==> config.mk <==
export PLATFORM = sky130hd
export DESIGN_NAME = uart_rx_fifo
export DESIGN_NICKNAME = d
export VERILOG_FILES = /design/src/rtl/uart_rx_fifo.sv
export SDC_FILE = /design/constraint.sdc
export NUM_CORES = 1
export LEC_CHECK = 0
export CORE_ASPECT_RATIO = 0.8
export CORE_UTILIZATION = 45
export DETAILED_ROUTE_END_ITERATION = 10
export PLACE_DENSITY_LB_ADDON = 0.12
export RECOVER_POWER = 50
export REMOVE_ABC_BUFFERS = 1
export SYNTH_ARGS = -nofsm -noshare
export SYNTH_HDL_FRONTEND = slang
export SYNTH_SLANG_ARGS = --single-unit
==> constraint.sdc <==
create_clock -name clk -period 6.5 [get_ports clk]
set_input_delay 1.3 -clock clk [delete_from_list [all_inputs] [get_ports clk]]
set_output_delay 1.3 -clock clk [all_outputs]
set_load 0.03 [all_outputs]
==> src/rtl/uart_rx_fifo.sv <==
// UART receiver (8N1, or 8E1 with UART_RX_PARITY_EN defined) feeding a show-ahead receive FIFO.
// uart_in is registered and reads 8'h00 whenever the FIFO is empty.
module uart_rx_fifo #(
  parameter int CLKS_PER_BIT = 434,
  parameter int DEPTH        = 16,
  parameter int ADDR_W       = 4
) (
  input  logic       clk,
  input  logic       rst,
  input  logic       rxd,
  input  logic       uart_rdreq,
  output logic       uart_empty,
  output logic [7:0] uart_in,
  output logic       uart_full,
  output logic       overflow,
  output logic       frame_err
);
  localparam int CW = $clog2(CLKS_PER_BIT);
  localparam logic [CW-1:0] BAUD_LAST = CW'(CLKS_PER_BIT - 1);
  localparam logic [CW-1:0] BAUD_MID  = CW'(CLKS_PER_BIT / 2);

  localparam logic [2:0] ST_IDLE   = 3'd0;
  localparam logic [2:0] ST_START  = 3'd1;
  localparam logic [2:0] ST_DATA   = 3'd2;
  localparam logic [2:0] ST_PARITY = 3'd3;
  localparam logic [2:0] ST_STOP   = 3'd4;
  localparam logic [2:0] ST_BREAK  = 3'd5;

  logic          rx_meta, rxs;
  logic [2:0]    state;
  logic [CW-1:0] baud;
  logic [2:0]    bit_idx;
  logic [7:0]    shreg;
  logic          par_bad;
  logic          baud_last, stop_hit, push;

  always_ff @(posedge clk) begin
    if (rst) begin
      rx_meta <= 1'b1;
      rxs     <= 1'b1;
    end else begin
      rx_meta <= rxd;
      rxs     <= rx_meta;
    end
  end

  assign baud_last = (baud == BAUD_LAST);
  assign stop_hit  = (state == ST_STOP) && baud_last;
  assign push      = stop_hit && rxs && !par_bad;

  always_ff @(posedge clk) begin
    if (rst) begin
      state   <= ST_IDLE;
      baud    <= '0;
      bit_idx <= '0;
      shreg   <= '0;
    end else begin
      case (state)
        ST_IDLE: begin
          baud <= '0;
          if (!rxs) state <= ST_START;
        end
        ST_START: begin
          if (baud == BAUD_MID) begin
            baud    <= '0;
            bit_idx <= '0;
            state   <= rxs ? ST_IDLE : ST_DATA;
          end else begin
            baud <= baud + CW'(1);
          end
        end
        ST_DATA: begin
          if (baud_last) begin
            baud    <= '0;
            shreg   <= {rxs, shreg[7:1]};
            bit_idx <= bit_idx + 3'd1;
`ifdef UART_RX_PARITY_EN
            if (bit_idx == 3'd7) state <= ST_PARITY;
`else
            if (bit_idx == 3'd7) state <= ST_STOP;
`endif
          end else begin
            baud <= baud + CW'(1);
          end
        end
`ifdef UART_RX_PARITY_EN
        ST_PARITY: begin
          if (baud_last) begin
            baud  <= '0;
            state <= ST_STOP;
          end else begin
            baud <= baud + CW'(1);
          end
        end
`endif
        ST_STOP: begin
          if (baud_last) begin
            baud  <= '0;
            state <= rxs ? ST_IDLE : ST_BREAK;
          end else begin
            baud <= baud + CW'(1);
          end
        end
        ST_BREAK: if (rxs) state <= ST_IDLE;
        default:  state <= ST_IDLE;
      endcase
    end
  end

`ifdef UART_RX_PARITY_EN
  logic par_hit;
  assign par_hit = (state == ST_PARITY) && baud_last;

  // Even parity: data bits XOR parity bit must be zero; cleared at each new frame.
  always_ff @(posedge clk) begin
    if (rst || state == ST_START) par_bad <= 1'b0;
    else if (par_hit)             par_bad <= ^{shreg, rxs};
  end

  always_ff @(posedge clk) begin
    if (rst) frame_err <= 1'b0;
    else if ((stop_hit && !rxs) || (par_hit && ^{shreg, rxs})) frame_err <= 1'b1;
  end
`else
  assign par_bad = 1'b0;

  always_ff @(posedge clk) begin
    if (rst) frame_err <= 1'b0;
    else if (stop_hit && !rxs) frame_err <= 1'b1;
  end
`endif

  // Receive FIFO
  logic [7:0]        mem [DEPTH];
  logic [ADDR_W-1:0] rd_ptr, wr_ptr, rd_nxt;
  logic [ADDR_W:0]   count, cnt_nxt;
  logic              pop, wr_en;

  assign uart_empty = (count == '0);
  assign uart_full  = (count == (ADDR_W+1)'(DEPTH));
  assign pop        = uart_rdreq && !uart_empty;
  assign wr_en      = push && (!uart_full || pop);

  always_comb begin
    rd_nxt  = pop ? rd_ptr + ADDR_W'(1) : rd_ptr;
    cnt_nxt = count;
    case ({wr_en, pop})
      2'b10:   cnt_nxt = count + (ADDR_W+1)'(1);
      2'b01:   cnt_nxt = count - (ADDR_W+1)'(1);
      default: cnt_nxt = count;
    endcase
  end

  always_ff @(posedge clk) begin
    if (wr_en) mem[wr_ptr] <= shreg;
  end

  always_ff @(posedge clk) begin
    if (rst) begin
      rd_ptr   <= '0;
      wr_ptr   <= '0;
      count    <= '0;
      uart_in  <= 8'h00;
      overflow <= 1'b0;
    end else begin
      rd_ptr <= rd_nxt;
      count  <= cnt_nxt;
      if (wr_en) wr_ptr <= wr_ptr + ADDR_W'(1);
      if (push && uart_full && !pop) overflow <= 1'b1;
      // Head register bypasses the array when the new head is written this same edge.
      if (cnt_nxt == '0)                 uart_in <= 8'h00;
      else if (wr_en && wr_ptr == rd_nxt) uart_in <= shreg;
      else                               uart_in <= mem[rd_nxt];
    end
  end
endmodule
# Word-level counts from Yosys, hierarchy flattened
# Memories as Yosys holds them, arrays and structs flattened. A register that Yosys moved wholly into a read port is not among the register bits.
# Index checks and enable logic that the tools add are counted.
# op_classes
addsub	6
eq_ne	16
muxes	19
reduce_logical	22
# op_table
op	n
3-bit 2-to-1 mux	9
9-bit case mux with 3 select lines	1
9-bit 2-to-1 mux	2
3-bit case mux with 5 select lines	1
2-bit inequality test, second input constant	6
5-bit zero test	2
5-bit case mux with 2 select lines	1
9-bit by 1-bit adder with 9-bit output, second input constant	1
3-bit == test, second input constant	3
9-bit by 8-bit == test with 1-bit output, second input constant	1
9-bit == test, second input constant	1
4-bit by 1-bit adder with 4-bit output, second input constant	2
1-bit logical AND	7
3-bit case mux with 2 select lines	1
6-bit AND reduction	1
5-bit by 1-bit adder with 5-bit output, second input constant	1
5-bit == test, second input constant	1
5-bit by 1-bit subtractor with 5-bit output, second input constant	1
1-bit zero test	4
4-bit 2-to-1 mux	1
2-bit OR reduction	2
3-bit by 1-bit adder with 3-bit output, second input constant	1
3-bit by 1-bit == test with 1-bit output, second input constant	1
3-bit by 2-bit == test with 1-bit output, second input constant	1
other kinds (10)	11
# word_totals
ff_bits	40
ram_bits	128
in_bits	4
out_inout_bits	12
wordCells	75
mem_count	1
# mem_list
memory	depth	word_bits	rd	rd_ports_with_merged_regs	wr	line	source
mem	16	8	1	1	1	134	logic [7:0] mem [DEPTH];

# Longest topological paths before layout
# Gate-level depths: netlist (run 1).
# depth
depth_word	9
mapped_depth	13
ltp_nobuf	13

# Worst setup path before layout (run 1)
# Ideal clock, no wire load.
# synth_timing
path_type	input to register
start	in uart_rdreq
end	reg uart_in[3] (read register of mem)
setup_time_ns	0.129
arrival_ns	3.663
t_required_ns	6.371
path_slack_ns	2.708
path_stages	12
n_path_buf	2
path_cell_list	clkbuf_1 -> o21ai_0 -> buf_2 -> a21oi_1 -> ha_1 -> a21o_1 -> a21oi_1 -> xnor2_1 -> nor4b_1 -> nand4_1 -> nand3_1 -> a211oi_1
# synth_between
elab_chain_cells	7
word_cells_on_any_way	9
cone_classes	eq/ne: 2; mux: 2; reduce/logical: 5
# synth_rtl
element	line	source
from (decl)	11	input logic uart_rdreq,
1-bit logical AND *	141	assign pop = uart_rdreq && !uart_empty;
1-bit logical OR	142	assign wr_en = push && (!uart_full || pop);
1-bit logical AND	142	
2-bit by 1-bit == test with 1-bit output or 2-bit == test (tied branches)	147	case ({wr_en, pop})
5-bit case mux with 2 select lines	147	
5-bit zero test	171	if (cnt_nxt == '0) uart_in <= 8'h00;
2-bit OR reduction (no source line)	n/a	
to (decl)	13	output logic [7:0] uart_in,
# Mark *: on every way between the ends. The rest lies on a longest branch, timed or not.
# A chain may end at the register's enable or synchronous reset.

# Final worst setup path (run 1)
# layout_timing
start	in uart_rdreq
end	reg uart_in[5] (read register of mem)
# Same word-level chain as after synthesis.

==> summary.md, run 1 <==
| Metric | Value |
|---|---|
| Dominant cell type by area after synthesis | edfxtp_1 |
| Most frequent cells in the layout | edfxtp_1 (128), nor2_1 (65), dfxtp_1 (47) |
| Gpl congestion | 0.901 |
| Core area | 17300 µm² |
| IO Port Bufs | 15 |
| Startpoint Class | input pin |
| Initial Util | 45.9% |
| Clock insertion delay at the later pin of the skew report | 420 ps |
| Clock transition at the registers of the reported paths | 70 ps |
| Die Width | 151 µm |
| Finished Layout Cells | 905 |
| Fin util | 51.2% |
| RSZ-0062 raised after global routing | false |
| Root Driver | clkbuf_16 |
| Initial DRC Count | 622 |
| Failing checks | max-capacitance violations, max-slew violations |
| Total clock sinks | 176 |
| Fmax | 231 MHz |
| #FFs+latches synth | 176 |
| Inst Count DP | 873 |
| Synth Instances | 668 |
| Final net count | 684 |
| Area growth from synthesis to layout | 11.6% |
| Post-route DRC | 0 |
| Worst slew pin tran | 1810 ps |
| Antenna violations before repair | 0 |
| Post-Synth XOR/XNOR Area | 1.64% |
| Pwr Density | 284 nW/µm² |
| H-tree depth | 4 |
| Layout Skew | 10.5 ps |
| Final Slew Violations | 42 |
| Final setup violation count | 0 |
| Netlist cell types | 69 |
| Finished Cell Area | 8870 µm² |
| Layout cells sized above 1 | 8.38% |
| Hold WC Path Type | reg2reg |
| Compound-cell area share of the yosys netlist | 16.8% |
| Vias in the first global route | 5243 |
| Status | finished, violations left |
| Number of enable-type register cells in the synthesized netlist | 128 |
| DRT Wirelength | 19900 µm |
| CP Max Fanout | 14 |
| Synth top area share | 48.3% |
| Final period util | 66.5% |
| Post-cts repair resize count | 0 |
| Leakage | 2.98 nW |
| First-pass GRT wire length | 31100 µm |
| HPWL after DPL | 12800 µm |
| CTS Buf Count | 17 |
| Antenna Violating Nets Remaining | 0 |
| Filler Cell Count | 1487 |
| Hold Vio Cnt, Final | 0 |
| Crit path time final | 4320 ps |
| Simple-gate share of the synthesized area | 13.3% |
| Placed inst area | 8270 µm² |
| Synthesized area | 7950 µm² |
| Pin count of the biggest net entering global routing | 57 |
| Total number of vias | 5585 |
| # rows | 43 |
| Post-CTS setup buffer count | 0 |
| Max-cap violations | 1 |
| Data arrival, critical path | 4610 ps |
| Avg Cell Area, Syn | 11.9 µm² |
| Mux contribution to synthesized area | 2.74% |
| Adder-cell share of the synthesized area | 2.14% |
| Wire per inst | 22.0 µm |
| Total congestion overflow | 0 |
| Die area | 18200 µm² |
| DR pass1 iterations | 5 |
| CTS tree | done |
| Most common cell after layout, fill and taps aside | edfxtp_1 |
| Largest family of logic cells by synthesized area | compound AO/OA/AOI/OAI gates |
| Rel. slew slack | -21.0% |
| Setup TNS | 0 ps |
| CTS Hold Buffers Added | 0 |
| Main synth FF type | edfxtp_1 |
| Critical Path End Type | register |
| Boundary Pins | 16 |
| Required @ worst endpoint | 6790 ps |
| Ranking of synthesized cells by area | edfxtp_1 (48%), dfxtp_1 (12%), nor2_1 (3.1%), o221ai_1 (2.9%), o22ai_1 (2.5%) |
| Overall global routing resource usage | 23.5% |
| Vias/cell | 6.17 |
| Synth warn | 0 |
| Seq/Total Area, Yosys | 60.4% |
| CTS Buffer Depth | 2 |
| Vert. Die Dim | 121 µm |
| Async set-or-reset flop fraction in the synthesized netlist | 0% |
| Worst vdd ir | 195 µV |
| Critical path type | in2reg |
| Diodes inserted | 0 |
-- layout make-up --
class                           count  area, µm²  share of cell area, %
Sequential cell                   176       4810                   54.2
Timing Repair Buffer               24        214                   2.41
Tap cell                          225        282                   3.17
Inverter                            9       33.8                  0.381
Multi-Input combinational cell    439       2930                   33.1
Clock buffer                       17        425                   4.79
Clock inverter                     15        179                   2.02
-- cells by family (layout without fill, tap and decap cells) --
group | count (synthesis) | in the layout
and+or+nand+nor | 202 | 202
AOI/OAI and AO/OA | 189 | 189
DFF | 176 | 176
buffers and inverters | 53 | 65
muxes | 21 | 21
xor gates and xnor gates | 14 | 14
adders and majority gates | 13 | 13
-- worst max-delay path, stage by stage --
cell and delay (ps):
clkdlybuf4s50_1 800, o21ai_0 270, a21oi_1 420, ha_1 320, a21o_1 170, a21oi_1 180
xnor2_1 100, nor4b_1 470, nand4_1 150, nand3_1 360, a211oi_1 90
-- power breakdown --
part / switching (mW) / internal, mW / total [mW]
sequential: 0.00887 / 1.20 / 1.21
combinational: 0.172 / 0.101 / 0.273
clock: 0.437 / 0.609 / 1.05
total: 0.619 / 1.91 / 2.52
-- worst paths after layout --
kind / from / endpoint / slack, ps / cells past startpoint
max: uart_rdreq / uart_in[5]$_SDFF_PP0_ / 2180 / 11
min: rx_meta$_SDFF_PP1_ / rxs$_SDFF_PP1_ / 430 / 1
max reg2reg: count[0]$_SDFF_PP0_ / uart_in[5]$_SDFF_PP0_ / 2850 / 11
min reg2reg: rx_meta$_SDFF_PP1_ / rxs$_SDFF_PP1_ / 430 / 1
-- per-layer routing --
layer,routed length [µm],GRT usage (%)
met5,0,0
met4,214,6.94
met3,1290,5.68
met2,8990,34.2
met1,9450,34.5
-- Yosys cell counts (8+ instances only) --
master	number
a211oi_1	10
a21oi_1	34
and3_1	8
buf_2	10
clkbuf_1	28
dfxtp_1	48
edfxtp_1	128
ha_1	12
inv_1	9
mux2i_1	15
nand2_1	30
nand3_1	24
nor2_1	65
nor3_1	13
o21ai_0	24
o221ai_1	26
o22a_1	19
o22ai_1	32
xnor2_1	8
-- metrics by stage --
stage                     hold slack [ps]  power [mW]  setup slack, ps
final                                 426        2.52             2180
after global routing                  442        2.61             1890
after CTS                             437        2.54             2230
after detailed placement              421        1.50             1790
after global placement                394        1.50             1910
after floorplan                       389        1.41             2290
-- registers in the layout, summed over array words and instances, names as in the netlist, 4 cells and up --
register,flops
baud,9
mem,128
count,5
uart_in,8
wr_ptr,4
rd_ptr,4
shreg,8
(Power assumes the default switching activity.)
==> run 2: changes to the inputs <==
- clock period: 6.5 -> 3.8 ns (I/O delays scaled with it)
==> run 2 against run 1 <==
  * The run now ends clean
  * Largest power group unchanged
  * Worst setup slack got worse by 1800 ps
  * First-iteration DRC count shrank 12%
  * Combinational power rose by 84%
  * Largest cell class unchanged
  * Critical endpoint is now uart_in[3]$_SDFF_PP0_
==> summary.md, run 2 (synthesized netlist as in run 1, its figures left out) <==
| Metric | Value |
|---|---|
| RSZ-0062 raised after global routing | false |
| Max-cap violations | 0 (-1) |
| Startpoint of the worst hold path | rx_meta$_SDFF_PP1_ |
| Boundary Pins | 16 (unchanged) |
| Reg2reg setup slack | 380 ps (-2470 ps) |
| Initial DRC Count | 548 (-12%) |
| Post-route setup slack | 379 ps (-1800 ps) |
| First-pass GRT wire length | 30700 µm (-1.2%) |
| Crit path time final | 3420 ps |
| # rows | 43 (unchanged) |
| Most common cell after layout, fill and taps aside | edfxtp_1 |
| Vert. Die Dim | 121 µm (unchanged) |
| Root Driver | clkbuf_16 |
| Switch share | 25.6% (+1.1 points) |
| WP buf/inv | 0 (-1) |
| Clock insertion delay at the later pin of the skew report | 430 ps (about the same) |
| Internal | 3.15 mW (+65%) |
| Vias/cell | 6.15 (-0.35%) |
| Final Slew Violations | 0 (-100%) |
| Total clock sinks | 176 (unchanged) |
| Crit-path cells | or4_1 > o21ai_1 > a21oi_1 > fa_1 > a21o_1 > a21oi_1 > or3_1 > o21ai_0 > nand3_1 > nand3_2 > a211oi_1 |
| Hold Path Sink | rxs$_SDFF_PP1_ |
| Critical path type | reg2reg |
| Hold WC Path Type | reg2reg |
| CP Max Fanout | 8 (-6) |
| Post-route DRC | 0 (unchanged) |
| Core area | 17300 µm² (unchanged) |
| Rel. slew slack | 8.88% (+30 points) |
| Fin util | 51.9% (+0.71 points) |
| IO Port Bufs | 15 (unchanged) |
| Die area | 18200 µm² (unchanged) |
| Most frequent cells in the layout | edfxtp_1 (128), nor2_1 (65), dfxtp_1 (47) |
| Status | completed |
| Fmax | 292 MHz |
| Overall global routing resource usage | 23.1% (-0.31 points) |
| Vias in the first global route | 5414 (+3.3%) |
| Required @ worst endpoint | 4140 ps (-2650 ps) |
| Gpl congestion | 0.816 (-9.4%) |
| Clk pwr share | 39.4% (-2.0 points) |
| Pin count of the biggest net entering global routing | 32 (-44%) |
| Leakage | 3.08 nW (+3.3%) |
| Diodes inserted | 0 (unchanged) |
| Top flop regs | mem (128), baud (9) |
| Initial Util | 45.9% (unchanged) |
| Worst slew pin tran | 1370 ps (-447 ps) |
| Hold Path Depth | 1 (unchanged) |
| Max reg flops | 128 (unchanged) |
| H-tree depth | 4 (unchanged) |
| Hold Vio Cnt, Final | 0 (unchanged) |
| Largest Register | mem |
| Pre-CTS setup slack | -172 ps (-1960 ps) |
| CTS tree | done |
| Total number of vias | 5713 (+2.3%) |
| Antenna Violating Nets Remaining | 0 (unchanged) |
| CTS Buffer Depth | 2 (unchanged) |
| Layout cells sized above 1 | 11.1% (+2.7 points) |
| R2R depth | 11 (unchanged) |
| Clock transition at the registers of the reported paths | 70 ps (about the same) |
| Layout Skew | 6.73 ps (-3.81 ps) |
| Total congestion overflow | 0 (unchanged) |
| Most frequent CP cell | a21oi_1 |
| Data arrival, critical path | 3760 ps (-850 ps) |
| Antenna violations before repair | 1 (+1) |
| FF-to-FF End | uart_in[3]$_SDFF_PP0_ |
| Area growth from synthesis to layout | 13.1% |
| CTS Buf Count | 17 (unchanged) |
| DRT Wirelength | 19900 µm (about the same) |
| Worst path slowest cell | or4_1 |
| Startpoint Class | register |
| Net Switching | 1.08 mW (+75%) |
| Finished Cell Area | 9000 µm² (+1.4%) |
| Filler Cell Count | 1467 (-1.3%) |
| Final period util | 90.0% |
| Sequential share of power | 48.7% (+0.9 points) |
| Worst path max stage delay | 690 ps (-110 ps) |
| Die Width | 151 µm (unchanged) |
| Inst Count DP | 897 (+2.7%) |
| Worst vdd ir | 311 µV (+60%) |
| R2R Path Start | count[2]$_SDFF_PP0_ |
| HPWL after DPL | 13400 µm (+4.7%) |
| Critical Path End Type | register |
| Setup TNS | 0 ps (unchanged) |
| Final net count | 708 (+3.5%) |
| Pwr Density | 470 nW/µm² (+65%) |
| Final setup violation count | 0 (unchanged) |
| Post-CTS setup buffer count | 0 (unchanged) |
| DR pass1 iterations | 5 (unchanged) |
| Placed inst area | 8450 µm² (+2.2%) |
| Gate power share | 11.9% (+1.1 points) |
| Wire per inst | 21.5 µm (-2.6%) |
| Crit-path leading delay family | compound AO/OA/AOI/OAI gates |
| Finished Layout Cells | 929 (+2.7%) |
run 2: cell count changes in the layout (fill, tap and decap cells not counted), sizes merged:
cell | before | now
clkinv | 4 | 7
clkinvlp | 3 | 2
buf | 8 | 32
bufinv | 3 | 1
run 2: power by group through the flow:
stage / Sequential [mW] / Clock [mW] / Combinational, mW
4_1_cts: 2.06 / 1.69 / 0.504
3_5_place_dp: 2.10 / 0 / 0.502
5_1_grt: 2.06 / 1.77 / 0.537
2_1_floorplan: 2.13 / 0 / 0.280
3_3_place_gp: 2.10 / 0 / 0.490
6_report: 2.06 / 1.67 / 0.503
run 2: cell type report:
type / instances / area, µm² / share of cell area (%)
clock inverters: 15 / 136 / 1.52
well taps: 225 / 282 / 3.13
multi-input cells: 439 / 2920 / 32.5
inverters: 9 / 33.8 / 0.375
repair buffers: 48 / 394 / 4.38
clock buffers: 17 / 425 / 4.73
flip-flops and latches: 176 / 4810 / 53.4
run 2: how the worst max path moves through the flow:
stage | from | end | depth (start not counted)
floorplan | uart_rdreq | uart_in[0]$_SDFF_PP0_ | 7
global placement | uart_rdreq | uart_in[3]$_SDFF_PP0_ | 11
detailed placement | uart_rdreq | uart_in[5]$_SDFF_PP0_ | 11
CTS | count[2]$_SDFF_PP0_ | uart_in[5]$_SDFF_PP0_ | 11
global route | count[2]$_SDFF_PP0_ | uart_in[2]$_SDFF_PP0_ | 11
finish | count[2]$_SDFF_PP0_ | uart_in[3]$_SDFF_PP0_ | 11
run 2: what timing repair did:
item,in CTS,in global routing
endpoints found under the hold margin,0,0
endpoints found under the setup margin,0,8
hold buffers,0,0
resized for setup,0,2
run 2: per-layer routing:
| layer | up-vias | GRT usage, % | routed length (µm) |
|---|---|---|---|
| met3 | 24 | 4.96 | 1380 |
| met5 | - | 0 | 0 |
| li1 | 2659 | - | - |
| met4 | 0 | 4.75 | 208 |
| met1 | 2836 | 33.8 | 9320 |
| met2 | 194 | 35.5 | 9050 |
run 2: through the flow:
stage	hold WS [ps]	total power [mW]
after global placement	394	2.59
after global routing	466	4.37
final	438	4.23
after floorplan	389	2.41
after CTS	425	4.26
after detailed placement	407	2.61
==> run 3: changes to the inputs <==
- clock period: 3.8 -> 4.4 ns (I/O delays scaled with it)
==> run 3 against run 2 <==
  * Combinational power is 18% lower
  * Utilization is 0.89 points lower
  * Critical path depth stayed put
  * Sequential share of layout area is 0.93 points higher
  * Worst hold slack worse by 27 ps
  * Clock-buffer cell count is 6 higher
  * Critical path type is now in2reg
  * Cell count is 1.8% lower
  * Clock skew is 1.3 ps higher
  * Via count is 1.7% lower
  * First-iteration DRC count is 1.6% lower
  * Sequential power is 13% lower
  * Die area stayed put
==> summary.md, run 3 (synthesized netlist as in run 1, its figures left out) <==
| Metric | Value |
|---|---|
| Status | completed |
| Setup TNS | 0 ps (unchanged) |
| Boundary Pins | 16 (unchanged) |
| Area growth from synthesis to layout | 11.2% |
| CTS Hold Buffers Added | 0 (unchanged) |
| Inst Count DP | 881 (-1.8%) |
| Crit path time final | 3730 ps |
| Leakage | 2.97 nW (-3.3%) |
| Filler Cell Count | 1514 (+3.2%) |
| First-pass GRT wire length | 30400 µm (-1.1%) |
| Total congestion overflow | 0 (unchanged) |
| DRT Wirelength | 19700 µm (-1.4%) |
| Data arrival, critical path | 4060 ps (+300 ps) |
| Final Slew Violations | 0 (unchanged) |
| Largest Register | mem |
| Root Driver | clkbuf_16 |
| Final net count | 692 (-2.3%) |
| DR WL met3 | 1320 µm (-4.4%) |
| Worst path max stage delay | 680 ps (about the same) |
| RSZ-0062 raised after global routing | false |
| Critical Path End Type | register |
| WL met2 | 8900 µm (-1.6%) |
| Finished Layout Cells | 912 (-1.8%) |
| Worst vdd ir | 267 µV (-14%) |
| Most common cell after layout, fill and taps aside | edfxtp_1 |
| Critical Path Source | uart_rdreq |
| CTS tree | done |
| Initial DRC Count | 539 (-1.6%) |
| Vias/cell | 6.16 (+0.12%) |
| Worst slew pin tran | 1050 ps (-316 ps) |
| Antenna violations before repair | 0 (-1) |
| Startpoint Class | input pin |
| Pin count of the biggest net entering global routing | 30 (-6.3%) |
| Gpl congestion | 0.815 (-0.11%) |
| Rel. slew slack | 29.7% (+21 points) |
| Vert. Die Dim | 121 µm (unchanged) |
| IO Port Bufs | 15 (unchanged) |
| WP buf/inv | 1 (+1) |
| Post-CTS setup buffer count | 0 (unchanged) |
| Diodes inserted | 0 (unchanged) |
| Die area | 18200 µm² (unchanged) |
| Vias in the first global route | 5244 (-3.1%) |
| Critical path type | in2reg |
| Overall global routing resource usage | 22.9% (-0.23 points) |
| H-tree depth | 4 (unchanged) |
| HPWL after DPL | 12900 µm (-3.7%) |
| Post-cts repair resize count | 0 (unchanged) |
| Total number of vias | 5615 (-1.7%) |
| Hold Vio Cnt, Final | 0 (unchanged) |
| CP Max Fanout | 11 (+3) |
| Wl on met1 | 9040 µm (-2.9%) |
| Max-cap violations | 0 (unchanged) |
| DR pass1 iterations | 5 (unchanged) |
| Wire per inst | 21.6 µm (+0.47%) |
| Layout cells sized above 1 | 8.15% (-2.9 points) |
| Clock transition at the registers of the reported paths | 60 ps (about the same) |
| Most frequent cells in the layout | edfxtp_1 (128), nor2_1 (65), dfxtp_1 (47) |
| Top sig layer | met4 |
| # rows | 43 (unchanged) |
| Pwr Density | 401 nW/µm² (-15%) |
| Max reg flops | 128 (unchanged) |
| Initial Util | 45.9% (unchanged) |
| Post-route DRC | 0 (unchanged) |
| Final period util | 84.8% |
| Startpoint of the worst hold path | rx_meta$_SDFF_PP1_ |
| CTS Buffer Depth | 2 (unchanged) |
| Required @ worst endpoint | 4730 ps (+590 ps) |
| Total clock sinks | 176 (unchanged) |
| R2R Path Start | count[2]$_SDFF_PP0_ |
| Core area | 17300 µm² (unchanged) |
| Hold WC Path Type | reg2reg |
| Final setup violation count | 0 (unchanged) |
| Fmax | 268 MHz |
| Crit-path cells | clkdlybuf4s50_1 > o21ai_0 > a21oi_1 > ha_1 > a21o_1 > a21oi_1 > or3_1 > o21ai_0 > nand3_1 > nand3_1 > a211oi_1 |
| Top flop regs | mem (128), baud (9) |
| CTS Buf Count | 17 (unchanged) |
| Worst path slowest cell | clkdlybuf4s50_1 |
| Crit-path leading delay family | compound AO/OA/AOI/OAI gates |
| Layout Skew | 8.03 ps (+1.30 ps) |
| Die Width | 151 µm (unchanged) |
| Antenna Violating Nets Remaining | 0 (unchanged) |
| Clock insertion delay at the later pin of the skew report | 430 ps (about the same) |
[run 3: changes by cell type in the layout (fill, tap and decap cells not counted), sizes merged]
cell,previous run,this run
buf,32,16
clkbuf,18,24
inv,14,9
clkinv,7,5
[run 3: per-stage QoR]
step | instance area, µm² | total power, mW | worst slack [ps] | hold slack (ps) | util (%)
after floorplan | 7760 | 2.08 | 611 | 389 | -
after global placement | 8330 | 2.23 | 491 | 395 | 48.1
after detailed placement | 8330 | 2.23 | 287 | 398 | 48.1
after CTS | 8850 | 3.57 | 724 | 413 | 51.1
after global routing | 8840 | 3.67 | 346 | 438 | 51.0
final | 8840 | 3.55 | 668 | 410 | 51.0
[run 3: final timing paths]
| kind | end | slack, ps | depth (start not counted) |
|---|---|---|---|
| hold / removal | rxs$_SDFF_PP1_ | 410 | 1 |
| hold reg to reg | rxs$_SDFF_PP1_ | 410 | 1 |
| setup / recovery | uart_in[3]$_SDFF_PP0_ | 670 | 11 |
| setup reg to reg | uart_in[3]$_SDFF_PP0_ | 740 | 11 |
[run 3: layout make-up]
cell class	instances	area [µm²]	area share, %
clock buffers	23	448	5.07
clock inverters	8	66.3	0.750
inverters	9	33.8	0.382
multi-input cells	439	2930	33.2
flip-flops and latches	176	4810	54.3
well taps	225	282	3.18
repair buffers	32	274	3.10
[run 3: worst reg2reg max path: cells and delay by family (launching register included)]
kind / cells / cell delay (ps)
AND/OR/NAND/NOR: 4 / 1330
flip-flops: 1 / 360
adder cells (fa/ha/maj): 1 / 460
AO/OA/AOI/OAI: 6 / 1420
[run 3: per-layer routing]
layer / vias up / GRT usage (%)
met1: 2772 / 31.9
met4: 0 / 8.75
li1: 2616 / -
met3: 32 / 6.09
met2: 195 / 34.2
met5: - / 0
[run 3: report_power, final]
part | total [mW] | leakage, nW | switching, mW | internal [mW]
registers | 1.79 | 1.57 | 0.0213 | 1.77
logic | 0.411 | 1.16 | 0.259 | 0.153
clock network | 1.35 | 0.244 | 0.583 | 0.767
